**src/rtl/prescaler_pkg.sv**
```systemverilog
`default_nettype none
// ============================================================================
// Module      : prescaler_pkg
// Description : Shared state encoding, mode constants and divisor clamp
//               for the programmable prescaler.
// Revision    : 1.0 - initial release
// ============================================================================
package prescaler_pkg;

    typedef enum logic [0:0] {
        ST_IDLE = 1'b0,
        ST_RUN  = 1'b1
    } state_t;

    localparam logic MODE_CONT    = 1'b0;
    localparam logic MODE_ONESHOT = 1'b1;

    localparam int DIV_MAX_W = 32;

    // A zero divisor has no meaning; treat it as divide-by-one.
    function automatic logic [DIV_MAX_W-1:0] clamp_div(input logic [DIV_MAX_W-1:0] d);
        return (d == '0) ? DIV_MAX_W'(1) : d;
    endfunction

endpackage : prescaler_pkg
`default_nettype wire

```
**src/rtl/prescaler_div_shadow.sv**
```systemverilog
`default_nettype none
// ============================================================================
// Module      : prescaler_div_shadow
// Description : Shadow/pending divisor register; transfers the shadow into
//               the active divisor when the caller signals an apply point.
// Revision    : 1.0 - initial release
// ============================================================================
module prescaler_div_shadow
    import prescaler_pkg::*;
#(
    parameter int WIDTH       = 27,
    parameter int DEFAULT_DIV = 4
) (
    input  logic             clk,
    input  logic             rst,
    input  logic             load,
    input  logic [WIDTH-1:0] div_in,
    input  logic             apply,
    output logic [WIDTH-1:0] div,
    output logic [WIDTH-1:0] div_out
);

    logic [WIDTH-1:0] r_shadow;
    logic             r_pending;
    logic [WIDTH-1:0] r_div;
    logic [WIDTH-1:0] w_div_in_clamped;

    assign w_div_in_clamped = WIDTH'(clamp_div(DIV_MAX_W'(div_in)));

    // A LOAD in the apply cycle lands after the transfer, so it stays pending.
    always_ff @(posedge clk) begin
        if (rst) begin
            r_shadow  <= WIDTH'(DEFAULT_DIV);
            r_pending <= 1'b0;
            r_div     <= WIDTH'(DEFAULT_DIV);
        end else begin
            if (apply && r_pending) begin
                r_div     <= r_shadow;
                r_pending <= 1'b0;
            end
            if (load) begin
                r_shadow  <= w_div_in_clamped;
                r_pending <= 1'b1;
            end
        end
    end

    assign div     = r_div;
    assign div_out = r_div;

endmodule : prescaler_div_shadow
`default_nettype wire

```
**src/rtl/prog_prescaler.sv**
```systemverilog
`default_nettype none
// ============================================================================
// Module      : prog_prescaler
// Description : Programmable CE prescaler with continuous/one-shot modes and
//               glitch-free divisor update. Optional SQW output when
//               PRESCALER_SQW_EN is defined.
// Revision    : 1.0 - initial release
// ============================================================================
module prog_prescaler
    import prescaler_pkg::*;
#(
    parameter int WIDTH       = 27,
    parameter int DEFAULT_DIV = 4
) (
    input  logic             CLK,
    input  logic             CLR,
    input  logic             CE,
    input  logic [WIDTH-1:0] DIV_IN,
    input  logic             LOAD,
    input  logic             ONESHOT,
    input  logic             START,
    input  logic             SYNC,
    output logic             CEO,
    output logic             ACTIVE,
    output logic [WIDTH-1:0] DIV_OUT
`ifdef PRESCALER_SQW_EN
    ,
    output logic             SQW
`endif
);

    state_t           r_state;
    state_t           w_state_nx;
    logic [WIDTH-1:0] r_count;
    logic [WIDTH-1:0] w_count_nx;
    logic [WIDTH-1:0] w_div;
    logic             w_tc;
    logic             w_apply;

    prescaler_div_shadow #(
        .WIDTH       (WIDTH),
        .DEFAULT_DIV (DEFAULT_DIV)
    ) u_div_shadow (
        .clk     (CLK),
        .rst     (CLR),
        .load    (LOAD),
        .div_in  (DIV_IN),
        .apply   (w_apply),
        .div     (w_div),
        .div_out (DIV_OUT)
    );

    // Div is never zero, so Div-1 cannot wrap.
    assign w_tc = (r_count == (w_div - WIDTH'(1)));

    always_ff @(posedge CLK) begin
        if (CLR) begin
            r_state <= (ONESHOT == MODE_ONESHOT) ? ST_IDLE : ST_RUN;
            r_count <= '0;
        end else begin
            r_state <= w_state_nx;
            r_count <= w_count_nx;
        end
    end

    always_comb begin
        w_state_nx = r_state;
        w_count_nx = r_count;
        w_apply    = 1'b0;
        case (r_state)
            ST_IDLE: begin
                w_count_nx = '0;
                w_apply    = 1'b1;
                if (START || (ONESHOT == MODE_CONT)) begin
                    w_state_nx = ST_RUN;
                end
            end
            ST_RUN: begin
                if (SYNC) begin
                    w_count_nx = '0;
                    w_apply    = 1'b1;
                end else if (CE) begin
                    if (w_tc) begin
                        w_count_nx = '0;
                        w_apply    = 1'b1;
                        if (ONESHOT == MODE_ONESHOT) begin
                            w_state_nx = ST_IDLE;
                        end
                    end else begin
                        w_count_nx = r_count + WIDTH'(1);
                    end
                end
            end
            default: begin
                w_state_nx = ST_IDLE;
                w_count_nx = '0;
            end
        endcase
    end

    // Combinational so chained prescalers stay cycle-aligned.
    assign CEO    = !CLR && !SYNC && (r_state == ST_RUN) && CE && w_tc;
    assign ACTIVE = (r_state == ST_RUN);

`ifdef PRESCALER_SQW_EN
    logic r_sqw;

    always_ff @(posedge CLK) begin
        if (CLR) begin
            r_sqw <= 1'b0;
        end else begin
            r_sqw <= (r_state == ST_RUN) && (r_count < (w_div >> 1));
        end
    end

    assign SQW = r_sqw;
`endif

endmodule : prog_prescaler
`default_nettype wire

```
**config.mk**
```make
export PLATFORM = sky130hd
export DESIGN_NAME = prog_prescaler
export DESIGN_NICKNAME = d
export VERILOG_FILES = /design/src/rtl/prescaler_pkg.sv /design/src/rtl/prescaler_div_shadow.sv /design/src/rtl/prog_prescaler.sv
export SDC_FILE = /design/constraint.sdc
export NUM_CORES = 1
export LEC_CHECK = 0
export CORE_AREA = 2 2 129 144
export DETAILED_ROUTE_END_ITERATION = 10
export DIE_AREA = 0 0 131 146
export GPL_ROUTABILITY_DRIVEN = 0
export HOLD_SLACK_MARGIN = 0.02
export PLACE_DENSITY = 0.51
export SETUP_SLACK_MARGIN = 0.02
export SYNTH_ARGS = -nofsm -noshare
export SYNTH_HDL_FRONTEND = slang
export SYNTH_HIERARCHICAL = 1
export SYNTH_SLANG_ARGS = --single-unit
```
**constraint.sdc**
```tcl
create_clock -name CLK -period 10.8 [get_ports CLK]
set_clock_uncertainty 0.2 [all_clocks]
set_input_delay 2.16 -clock CLK [delete_from_list [all_inputs] [get_ports CLK]]
set_output_delay 2.16 -clock CLK [all_outputs]
set_load 0.05 [all_outputs]
```
Word level (Yosys, flattened, before mapping)
Cells that the tools add are included.
{"block": "word_totals", "reg_bits": 83, "latchBits": 0, "ramBits": 0, "romBits": 0, "input_bits": 34, "out_inout_bits": 29, "wordCells": 39, "mem_count": 0}
{"block": "classes", "n_addsub": 2, "multipliers": 0, "div": 0, "n_lt_le_gt_ge": 0, "n_eq_ne": 2, "shifts": 0, "muxes": 18, "n_bitwise": 2, "n_reduce_logical": 10}
{"cell": "$mux 27", "n": 4}
{"cell": "$pmux 27 s2", "n": 1}
{"cell": "$add 27x1->27 const B", "n": 1}
{"cell": "$eq 27x27->1", "n": 1}
{"cell": "$logic_not 27->1", "n": 1}
{"cell": "$sub 27x1->27 const B", "n": 1}
{"cell": "$mux 1", "n": 11}
{"cell": "$logic_and 1x1->1", "n": 5}
{"cell": "$pmux 1 s2", "n": 2}
{"cell": "$ne 3x3->1 const B", "n": 1}
{"cell": "$logic_not 1->1", "n": 2}
{"cell": "$not 1->1", "n": 2}
{"cell": "$reduce_bool 2->1", "n": 1}
{"cell": "$logic_or 1x1->1", "n": 1}

Logic depth before layout (Yosys ltp)
Gate-level depths: netlist (run 1).
{"block": "depth", "depth_word": 9, "mapped_depth": 15, "ltp_nobuf": 12}

Modules after synthesis
Netlist (run 1), hierarchy kept.
{"module": "prog_prescaler", "n_inst": 1, "cells_each": 334, "area_per_inst_um2": 2519.9, "seq_area_each_um2": 560.5}
{"module": "prescaler_div_shadow", "n_inst": 1, "cells_each": 245, "area_per_inst_um2": 2184.6, "seq_area_each_um2": 1101.1}

Least setup slack after synthesis (run 1)
No wires, ideal clock.
{"block": "synth_path", "path_type": "input-to-output", "startpoint": "input SYNC", "endpoint": "output CEO", "arrival_ns": 3.843, "t_required_ns": 8.440, "slack_ns": 4.597, "path_stages": 5, "path_buffers": 2, "cell_sequence": "nor2b_1 nand2b_1 clkbuf_1 clkbuf_1 nor3_1"}
{"block": "synth_between", "elab_chain_len": 5}
{"element": "start, declared", "line_no": "prog_prescaler.sv:22", "source": "input logic SYNC,"}
{"element": "$logic_not 1->1", "line_no": "prog_prescaler.sv:102", "source": "assign CEO = !CLR && !SYNC && (r_state == ST_RUN) && CE && w_tc;"}
{"element": "$logic_and 1x1->1 (4 in a row)", "line_no": "prog_prescaler.sv:102"}
{"element": "end, declared", "line_no": "prog_prescaler.sv:23", "source": "output logic CEO,"}
Every way passes these cells.

Worst setup path after layout (run 1)
{"block": "layout_path", "startpoint": "input CLR", "endpoint": "output CEO"}
{"block": "layout_between", "elab_chain_len": 5}
{"element": "start, declared", "line_no": "prog_prescaler.sv:16", "source": "input logic CLR,"}
{"element": "$logic_not 1->1", "line_no": "prog_prescaler.sv:102"}
{"element": "$logic_and 1x1->1 (4 in a row)", "line_no": "prog_prescaler.sv:102"}
Every way passes these cells.

==> results.txt, run 1 <==
----------------------------------------------------
[STA]
  Final Setup Violations ... 0
  Transition time of the tightest slew-check pin ... about 1.1 ns
  Rel. slew slack ... roughly a quarter
  Fmax ... 140 MHz
  Minimum setup slack in the final design ... approximately 3.7 ns
  Unrepaired setup endpoints after global routing ... no
  Final Hold Viols ... 0
  Final Slew Violations ... 0
  Final hold slack ... about 0.25 ns
  Min Tclk post-route ... about 7 ns
  Total Neg Setup Slack ... 0 ns
  Final period util ... 66.1%

[Global routing]
  Maximum number of pins on one net before global-route repair ... 58
  Total gr overflow ... 0
  First-pass GRT wire length ... 20400 um
  Met1 Use GR ... 18.6%
  Number of global-route vias before repair ... 3902
  Routing usage on met3 ... between 2 and 3%
  Antenna violations before repair ... 0
  Met2 Usage GRT ... about a fifth
  Total track usage ... a little over an eighth
  Busiest grt layer ... met2

[Clocking]
  Num Clock Sinks ... 83
  Clock tree from TritonCTS ... built
  Root buffer cell ... sky130_fd_sc_hd__clkbuf_16
  Latest clock arrival within the worst-skew pair ... 0.34 ns
  Number of hold buffers added after cts ... 0
  Deepest clock path buffer count ... 2
  Post CTS Setup Buffer Count ... 0
  Clock edge transition at the registers on the reported setup and hold paths ... ~0.06 ns
  Post-cts resize count ... 0
  H-tree levels ... 3
  Clock buffers created by TritonCTS ... 9

[Critical path]
  Largest incremental delay on the critical path ... around 0.97 ns
  Kind of end point of the critical path ... output port
  Data arrival time of the critical path ... roughly 4.8 ns
  Crit path max-delay family ... buffers and inverters
  Path type of the worst setup path ... in2out
  Largest driver fanout on the critical path ... between 50 and 60
  Startpoint type of the worst setup path ... input port
  CP max stage cell ... sky130_fd_sc_hd__nand2b_1
  Required time at the worst-slack endpoint ... 8.44 ns
  Minimum setup slack among reg-to-reg paths ... slightly above 6 ns
  Number of buffer and inverter stages on the critical path ... 2
  Worst path cell trace ... buf_2 -> nand2b_1 -> nor3_1 -> clkdlybuf4s50_1

[Synth]
  Mux cell area share after synthesis ... roughly 6.4%
  Total nets after synthesis ... around 620
  Flip-flop and latch count after synthesis ... 83
  Flip-flop cell with the highest count after synthesis ... sky130_fd_sc_hd__dfxtp_1
  Synth Area in Compound Gates ... a little under a tenth
  Share of synthesized cell area in full adder, half adder and majority cells ... less than 1%
  Count of flip-flops with a built-in enable after synthesis ... 0
  Xor-xnor portion of the synthesized cell area ... 9.31%
  Average cell area after synthesis ... slightly above 8 um2
  Combinational family with the most area after synthesis ... simple AND/OR/NAND/NOR gates
  Post-synthesis instance total ... ~580
  Post-synth cell types ... 58
  Proportion of register bits with asynchronous set or reset after synthesis ... 0%
  Sequential element share of the synthesized area ... a little over a third
  Number of warnings printed during yosys synthesis ... 6
  Synthesized cell area ... around 0.0047 mm2
  Simple-gate area share of the yosys netlist ... 31.0%

[Placed design]
  DP Cell Count ... 828
  Post-Place Cell Area ... about 0.0053 mm2
  Count of buffers inserted at the top-level ports ... 62
  HPWL after detailed placement ... roughly 9500 um
  Setup WS pre-CTS ... roughly 3.6 ns

[Cells and area]
  Fill count ... between 1500 and 2000
  Most frequent cells in the layout ... sky130_fd_sc_hd__nand2_1 (91), sky130_fd_sc_hd__dfxtp_1 (83), sky130_fd_sc_hd__clkdlybuf4s50_1 (60)
  Leading cell type in the layout, fill and taps excluded ... sky130_fd_sc_hd__nand2_1
  Final std cell area, no fill ... 0.00557 mm2
  Final instance count without filler cells ... 844
  Area growth from synthesis to layout ... 18.4%
  Fraction of layout instances using a drive strength above 1 ... 6.11%
  Diodes inserted ... 0
  Number of nets in the final layout ... between 600 and 700

[Route]
  Total length of routed wires ... ~13000 um
  Per-cell via count in the routed design ... 4.85
  DRT iter0 DRCs ... approximately 230
  Routed vias ... between 4000 and 5000
  Remaining number of nets flagged by the antenna check after routing ... 0
  DRC viols ... 0
  Average routed wire per standard cell ... 15.0 um
  Initial DRT Pass Iterations ... 4

[Run]
  Max-cap viol count ... 0

[Die]
  Initial Util ... around 27%
  Horizontal extent of the die ... 131 um
  DIE AREA ... ~0.019 mm2
  Vertical extent of the die ... approximately 150 um
  I/O pin count ... 63
  Core area ... ~0.018 mm2
  Placement row count ... 51

[Pwr]
  Power density relative to cell area ... ~130 mW/mm2
  Leakage Power ... around 1.9 nW
  Max rail drop VDD ... 92.3 uV

[Run status]
  Status ... finished clean

[Hold path]
  Min-delay worst type ... reg2reg

----------------------------------------------------
-- kinds of logic (layout without fill, tap and decap cells) --
logic type	Yosys count	in the layout
AO/OA/AOI/OAI	70	70
AND/OR/NAND/NOR	279	279
buffers and inverters	65	92
flip-flops	83	83
XOR/XNOR	50	50
multiplexers	30	30
adder cells (fa/ha/maj)	2	2
-- area by class of cell --
cell class | count | area [um2] | share of cell area (%)
clock inverter | 5 | 37.5 | 0.674
tap | 238 | 298 | 5.35
multi-input combinational | 431 | 2660 | 47.8
sequential | 83 | 1660 | 29.8
clock buffer | 11 | 243 | 4.36
inverter | 12 | 45.0 | 0.809
timing repair buffer | 64 | 626 | 11.2
-- layer usage --
layer  vias to the layer above  wire (um)
met5                         -          0
met2                        91       5840
met4                         0        272
met3                        18        556
met1                      1940       5970
li1                       2044          -
-- flip-flops by register name, indices dropped and copies added (netlist names) --
signal / count
u_div_shadow/div: 27
r_count: 27
u_div_shadow/r_pending: 1
u_div_shadow/r_shadow: 27
ACTIVE: 1
-- worst paths after layout --
kind | from | to | cells past startpoint
setup / recovery | CLR | CEO | 4
hold / removal | u_div_shadow/r_shadow[16] | u_div_shadow/div[16] | 2
setup reg to reg | u_div_shadow/div[0] | u_div_shadow/div[25] | 12
hold reg to reg | u_div_shadow/r_shadow[16] | u_div_shadow/div[16] | 2
-- power breakdown --
group / internal (mW) / total (mW) / switching (mW)
clock: 0.163 / 0.293 / 0.130
combinational: 0.0409 / 0.0980 / 0.0571
sequential: 0.315 / 0.325 / 0.00944
total: 0.519 / 0.716 / 0.197
-- synthesized netlist by cell type, drive strengths merged (3+ instances only) --
cell type	n	area (um2)
nand2	91	342
dfxtp	83	1660
nor2	53	199
nor3	46	255
buf	40	289
a21oi	31	155
mux2i	30	300
xor2	28	245
xnor2	22	193
nand3	15	75.1
nor4	15	149
nand4	14	93.8
clkbuf	13	48.8
inv	12	45.0
o21ai	7	35.0
and4	6	52.6
or4	6	56.3
and3	5	31.3
nand3b	5	37.5
nor3b	5	37.5
o22ai	5	31.3
a31oi	4	25.0
nand2b	4	25.0
and2	3	18.8
nor2b	3	18.8
o21a	3	22.5
-- worst min-delay path, delay by kind of cell (launching register included) --
family          cells  cell delay, ns
compound gates      1            0.05
flops               1            0.31
simple gates        1            0.05
-- stage by stage --
stage | util (%) | total power, mW
after floorplan | - | 0.398
after global placement | 30.1 | 0.428
after global routing | 31.7 | 0.750
final | 31.7 | 0.716
after detailed placement | 30.1 | 0.430
after CTS | 31.7 | 0.724
Power figures use the tool's default switching activity.
==> run 2: changes to the inputs <==
--- a/config.mk
+++ b/config.mk
@@ -10,7 +10,7 @@
 export DIE_AREA = 0 0 131 146
 export GPL_ROUTABILITY_DRIVEN = 0
 export HOLD_SLACK_MARGIN = 0.02
-export PLACE_DENSITY = 0.51
+export PLACE_DENSITY = 0.52
 export SETUP_SLACK_MARGIN = 0.02
 export SYNTH_ARGS = -nofsm -noshare
 export SYNTH_HDL_FRONTEND = slang
==> constraint.sdc (replaced) <==
create_clock -name CLK -period 6.2 [get_ports CLK]
set_clock_uncertainty 0.2 [all_clocks]
set_input_delay 1.24 -clock CLK [delete_from_list [all_inputs] [get_ports CLK]]
set_output_delay 1.24 -clock CLK [all_outputs]
set_load 0.05 [all_outputs]
==> run 2 against run 1 <==
Highest routed layer unchanged. Critical path type is now reg2out. Clock-buffer cell count unchanged. Largest cell class unchanged. Non-clock buffer count up 3. First-iteration DRC count down 22%. Power up 81%.
==> results.txt, run 2 (same netlist as run 1, synthesis figures left out) <==
----------------------------------------------------
[Critical path]
  Kind of end point of the critical path ... output port
  Data arrival time of the critical path ... between 3 and 4 ns
  Path type of the worst setup path ... reg2out
  CP max stage cell ... sky130_fd_sc_hd__clkdlybuf4s50_1
  Cell occurring most often along the worst timing path ... sky130_fd_sc_hd__inv_1
  Required time at the worst-slack endpoint ... 4.76 ns
  Startpoint type of the worst setup path ... register
  Largest driver fanout on the critical path ... 11
  Number of buffer and inverter stages on the critical path ... 3
  Worst path cell trace ... inv_1 -> ha_1 -> inv_1 -> a211o_2 -> a311oi_1 -> or3b_2 -> nor4_1 -> nand4_1 -> nor3_1 -> clkdlybuf4s50_1
  Crit path max-delay family ... simple AND/OR/NAND/NOR gates
  Largest incremental delay on the critical path ... ~0.85 ns

[Clocking]
  Deepest clock path buffer count ... 2
  Clock buffers created by TritonCTS ... 9
  Post CTS Setup Buffer Count ... 0
  Num Clock Sinks ... 83
  Clock edge transition at the registers on the reported setup and hold paths ... 0.06 ns
  Latest clock arrival within the worst-skew pair ... roughly 0.35 ns
  H-tree levels ... 3
  Root buffer cell ... sky130_fd_sc_hd__clkbuf_16
  Clock tree from TritonCTS ... built
  Post-cts resize count ... 0
  Number of hold buffers added after cts ... 0

[Route]
  Remaining number of nets flagged by the antenna check after routing ... 0
  Per-cell via count in the routed design ... between 4 and 5
  DRC viols ... 0
  Initial DRT Pass Iterations ... 5
  DRT iter0 DRCs ... between 150 and 200
  Average routed wire per standard cell ... roughly 15 um
  Routed vias ... between 4000 and 5000
  Total length of routed wires ... about 13000 um

[STA]
  Final period util ... roughly 87%
  Transition time of the tightest slew-check pin ... ~0.98 ns
  Unrepaired setup endpoints after global routing ... no
  Total Neg Setup Slack ... 0 ns
  Final Hold Viols ... 0
  Fmax ... between 150 and 200 MHz
  Rel. slew slack ... a little over a third
  Final Setup Violations ... 0
  Final Slew Violations ... 0
  Final hold slack ... 0.257 ns
  Min Tclk post-route ... around 5.4 ns

[Die]
  Placement row count ... 51
  Vertical extent of the die ... about 150 um
  Horizontal extent of the die ... about 130 um
  Core area ... approximately 0.018 mm2
  DIE AREA ... about 0.019 mm2
  I/O pin count ... 63
  Initial Util ... 26.8%

[Cells and area]
  Fill count ... between 1500 and 2000
  Number of nets in the final layout ... 640
  Final standard cell utilization of the core ... 32.0%
  Fraction of layout instances using a drive strength above 1 ... roughly 6.6%
  Most frequent cells in the layout ... sky130_fd_sc_hd__nand2_1 (91), sky130_fd_sc_hd__dfxtp_1 (83), sky130_fd_sc_hd__clkdlybuf4s50_1 (60)
  Diodes inserted ... 0
  Leading cell type in the layout, fill and taps excluded ... sky130_fd_sc_hd__nand2_1
  Area growth from synthesis to layout ... 19.4%

[Global routing]
  Total track usage ... between 10% and 20%
  First-pass GRT wire length ... 20700 um
  Maximum number of pins on one net before global-route repair ... just under 60
  Total gr overflow ... 0
  Antenna violations before repair ... 0
  Number of global-route vias before repair ... between 3000 and 4000

[Run]
  Max-cap viol count ... 0

[Pwr]
  Leakage Power ... slightly below 2 nW
  Combinational share of power ... about an eighth
  Cell internal power dissipation ... ~950 uW
  Sequential power share ... 43.7%
  Switching power ... between 300 and 400 uW
  Clock power frac ... between 40% and 50%
  Switching power share of the total ... between 20 and 30%
  Max rail drop VDD ... roughly 110 uV
  Power density relative to cell area ... 230 mW/mm2

[Run status]
  Status ... finished clean

[Placed design]
  HPWL after detailed placement ... between 9000 and 10000 um
  Count of buffers inserted at the top-level ports ... 62

[Hold path]
  Min-delay worst type ... reg2reg

----------------------------------------------------
==> run 2: metrics by stage <==
step / setup WS, ns / power, mW / instance area (um2) / std cells
after global placement: 1.21 / 0.746 / 5310 / 831
after detailed placement: 1.18 / 0.748 / 5310 / 831
final: 0.799 / 1.29 / 5620 / 847
after floorplan: 1.40 / 0.694 / 4700 / 579
after CTS: 0.776 / 1.31 / 5620 / 847
after global routing: 0.557 / 1.35 / 5620 / 847
==> run 2: worst min-delay path: cells and delay by family (launching register included) <==
kind | cells | cell delay [ns]
simple gates | 1 | 0.05
compound gates | 1 | 0.05
flops | 1 | 0.31
==> run 2: cell type report <==
class                           count  area, um2  area share, %
Sequential cell                    83       1660           29.6
Timing Repair Buffer               67        648           11.5
Inverter                           12       45.0          0.802
Clock inverter                      5       60.1           1.07
Clock buffer                       11        243           4.32
Tap cell                          238        298           5.30
Multi-Input combinational cell    431       2660           47.4
==> run 2: per-layer routing <==
layer | GRT usage [%] | part of all wire, % | vias to the layer above
met4 | 6.06 | 2.9 | 0
met2 | 21.5 | 46 | 101
met3 | 3.24 | 4.9 | 31
met1 | 17.9 | 46 | 1907
met5 | 0 | 0 | -
li1 | - | - | 2058
==> run 2: power by group through the flow <==
stage	logic (mW)	registers [mW]	clock network [mW]
after CTS	0.171	0.565	0.575
after global placement	0.169	0.577	0
final	0.171	0.565	0.558
after floorplan	0.121	0.572	0
after detailed placement	0.171	0.577	0
after global routing	0.187	0.568	0.599
==> run 2: path summary, 6_finish.rpt <==
check | start | to | slack, ns | cells past startpoint
setup / recovery | u_div_shadow/div[0] | CEO | 0.80 | 10
hold / removal | u_div_shadow/r_shadow[14] | u_div_shadow/div[14] | 0.26 | 2
setup reg to reg | u_div_shadow/div[0] | u_div_shadow/div[12] | 1.80 | 12
hold reg to reg | u_div_shadow/r_shadow[14] | u_div_shadow/div[14] | 0.26 | 2
==> run 3: changes to the inputs <==
--- a/config.mk
+++ b/config.mk
@@ -5,9 +5,9 @@
 export SDC_FILE = /design/constraint.sdc
 export NUM_CORES = 1
 export LEC_CHECK = 0
-export CORE_AREA = 2 2 129 144
+export CORE_AREA = 8 8 135 150
 export DETAILED_ROUTE_END_ITERATION = 10
-export DIE_AREA = 0 0 131 146
+export DIE_AREA = 0 0 143 158
 export GPL_ROUTABILITY_DRIVEN = 0
 export HOLD_SLACK_MARGIN = 0.02
 export PLACE_DENSITY = 0.52
==> run 3 against run 2 <==
Clock-buffer cell count is 1 lower. Critical path depth is 2 lower. Cell area is 0.11% higher. Sequential share of layout area hardly changed. Worst setup slack worse by 0.060 ns. Non-clock buffer count is 1 lower. Routed wire length is 1.8% higher. Flip-flop and latch count stayed put. Sequential power hardly changed. Register-to-register slack worse by 0.13 ns. Maximum frequency is 1.1% lower. Critical endpoint unchanged. Largest power group unchanged.
==> results.txt, run 3 (same netlist as run 1, synthesis figures left out) <==
----------------------------------------------------
[Run status]
  Status ... finished clean

[STA]
  Min Tclk post-route ... around 5.5 ns
  Fmax ... about 180 MHz
  Rel. slew slack ... around 34%
  Final period util ... about nine tenths
  Total Neg Setup Slack ... 0 ns
  Transition time of the tightest slew-check pin ... approximately 0.98 ns
  Final Slew Violations ... 0
  Final Hold Viols ... 0
  Unrepaired setup endpoints after global routing ... no
  Final Setup Violations ... 0
  Minimum setup slack in the final design ... roughly 0.74 ns

[Route]
  DRT iter0 DRCs ... 220
  Total length of routed wires ... roughly 13000 um
  Routed vias ... between 4000 and 5000
  Remaining number of nets flagged by the antenna check after routing ... 0
  DRC viols ... 0
  Average routed wire per standard cell ... around 15 um
  Initial DRT Pass Iterations ... 4
  Per-cell via count in the routed design ... between 4 and 5

[Cells and area]
  Number of nets in the final layout ... around 640
  Fraction of layout instances using a drive strength above 1 ... 6.58%
  Final std cell area, no fill ... ~0.0056 mm2
  Most frequent cells in the layout ... sky130_fd_sc_hd__nand2_1 (91), sky130_fd_sc_hd__dfxtp_1 (83), sky130_fd_sc_hd__clkdlybuf4s50_1 (60)
  Leading cell type in the layout, fill and taps excluded ... sky130_fd_sc_hd__nand2_1
  Fill count ... about 1900
  Diodes inserted ... 0
  Footprint of the multi-input gates ... around 0.0027 mm2
  Area growth from synthesis to layout ... 19.5%
  Sequential cell area ... around 0.0017 mm2

[Die]
  Core area ... 0.0179 mm2
  Placement row count ... 52
  Initial Util ... 26.3%
  DIE AREA ... 0.0226 mm2
  Vertical extent of the die ... about 160 um
  I/O pin count ... 63
  Horizontal extent of the die ... 143 um

[Pwr]
  Total power ... between 1 and 1.5 mW
  Power density relative to cell area ... ~230 mW/mm2
  Leakage Power ... between 1.5 and 2 nW
  Max rail drop VDD ... about 110 uV

[Critical path]
  Number of buffer and inverter stages on the critical path ... 1
  Path type of the worst setup path ... reg2out
  Crit path max-delay family ... simple AND/OR/NAND/NOR gates
  FF-to-FF Start ... u_div_shadow/div[7]
  Largest incremental delay on the critical path ... about 0.86 ns
  Largest driver fanout on the critical path ... 10
  Startpoint type of the worst setup path ... register
  Worst path cell trace ... nor4_2 -> nand4_2 -> a2111oi_0 -> nor3_1 -> nor3_1 -> nand4_1 -> nor3_1 -> clkdlybuf4s50_1
  Data arrival time of the critical path ... 4.02 ns
  Critical path origin ... u_div_shadow/div[7]
  Required time at the worst-slack endpoint ... about 4.8 ns
  CP max stage cell ... sky130_fd_sc_hd__clkdlybuf4s50_1
  Kind of end point of the critical path ... output port
  Cell occurring most often along the worst timing path ... sky130_fd_sc_hd__nor3_1

[Global routing]
  Antenna violations before repair ... 0
  Maximum number of pins on one net before global-route repair ... 57
  Number of global-route vias before repair ... 3969
  Total gr overflow ... 0
  First-pass GRT wire length ... 20900 um
  Total track usage ... between 10% and 20%

[Placed design]
  Post-Place Cell Area ... about 0.0053 mm2
  HPWL after detailed placement ... 9600 um
  Count of buffers inserted at the top-level ports ... 62
  Setup WS pre-CTS ... approximately 1.2 ns

[Clocking]
  H-tree levels ... 3
  Number of hold buffers added after cts ... 0
  Clock edge transition at the registers on the reported setup and hold paths ... roughly 0.07 ns
  Deepest clock path buffer count ... 2
  Post CTS Setup Buffer Count ... 0
  Clock buffers created by TritonCTS ... 9
  Root buffer cell ... sky130_fd_sc_hd__clkbuf_16
  Post-cts resize count ... 0
  Num Clock Sinks ... 83
  Clock tree from TritonCTS ... built
  Latest clock arrival within the worst-skew pair ... ~0.34 ns

[Hold path]
  Min-delay worst type ... reg2reg
  Start point of the worst hold path ... u_div_shadow/r_shadow[0]

[Run]
  Max-cap viol count ... 0

----------------------------------------------------
## run 3: cell count changes in the layout (fill, tap and decap cells not counted)
cell and delta:
sky130_fd_sc_hd__inv_8 +1, sky130_fd_sc_hd__buf_4 -1, sky130_fd_sc_hd__inv_6 -1, sky130_fd_sc_hd__clkinv_4 +1, sky130_fd_sc_hd__clkbuf_1 -1
## run 3: final cells by class
class / count / share of cell area, %
sequential: 83 / 29.6
clock buffer: 10 / 4.25
clock inverter: 6 / 1.27
inverter: 12 / 0.801
timing repair buffer: 66 / 11.4
multi-input combinational: 431 / 47.3
tap: 243 / 5.41
## run 3: final timing paths
path              slack [ns]  depth (start not counted)                    to
hold reg to reg         0.26                          2   u_div_shadow/div[0]
hold / removal          0.26                          2   u_div_shadow/div[0]
setup reg to reg        1.67                         10  u_div_shadow/div[11]
setup / recovery        0.74                          8                   CEO
## run 3: metrics by stage
step	utilization [%]	cells	hold WS, ns
6_report	31.4	851	0.257
5_1_grt	31.4	851	0.278
3_5_place_dp	29.7	835	0.244
3_3_place_gp	29.7	835	0.249
4_1_cts	31.4	851	0.255
2_1_floorplan	-	579	0.231
## run 3: worst register-to-register path: stages, from the launching register on
cell                        delay [ns]
sky130_fd_sc_hd__dfxtp_1          0.39
sky130_fd_sc_hd__nor4_2           0.84
sky130_fd_sc_hd__nand4_2          0.33
sky130_fd_sc_hd__a2111oi_0        0.53
sky130_fd_sc_hd__nor3_1           0.12
sky130_fd_sc_hd__nor3_1           0.22
sky130_fd_sc_hd__nand4_1          0.16
sky130_fd_sc_hd__o21ai_0          0.45
sky130_fd_sc_hd__and2_1           0.86
sky130_fd_sc_hd__nand2_1          0.20
sky130_fd_sc_hd__a21oi_1          0.16
## run 3: per-layer routing
layer / wire [um] / global-route usage (%) / vias up
met2: 5940 / 18.7 / 87
met4: 261 / 5.72 / 0
met1: 5990 / 14.8 / 1883
met5: 0 / 0 / -
li1: - / - / 2057
met3: 607 / 2.71 / 16
## run 3: where the power goes
group / internal, mW / switching, mW
logic: 0.0720 / 0.0992
registers: 0.549 / 0.0164
clock network: 0.327 / 0.232
total: 0.949 / 0.347
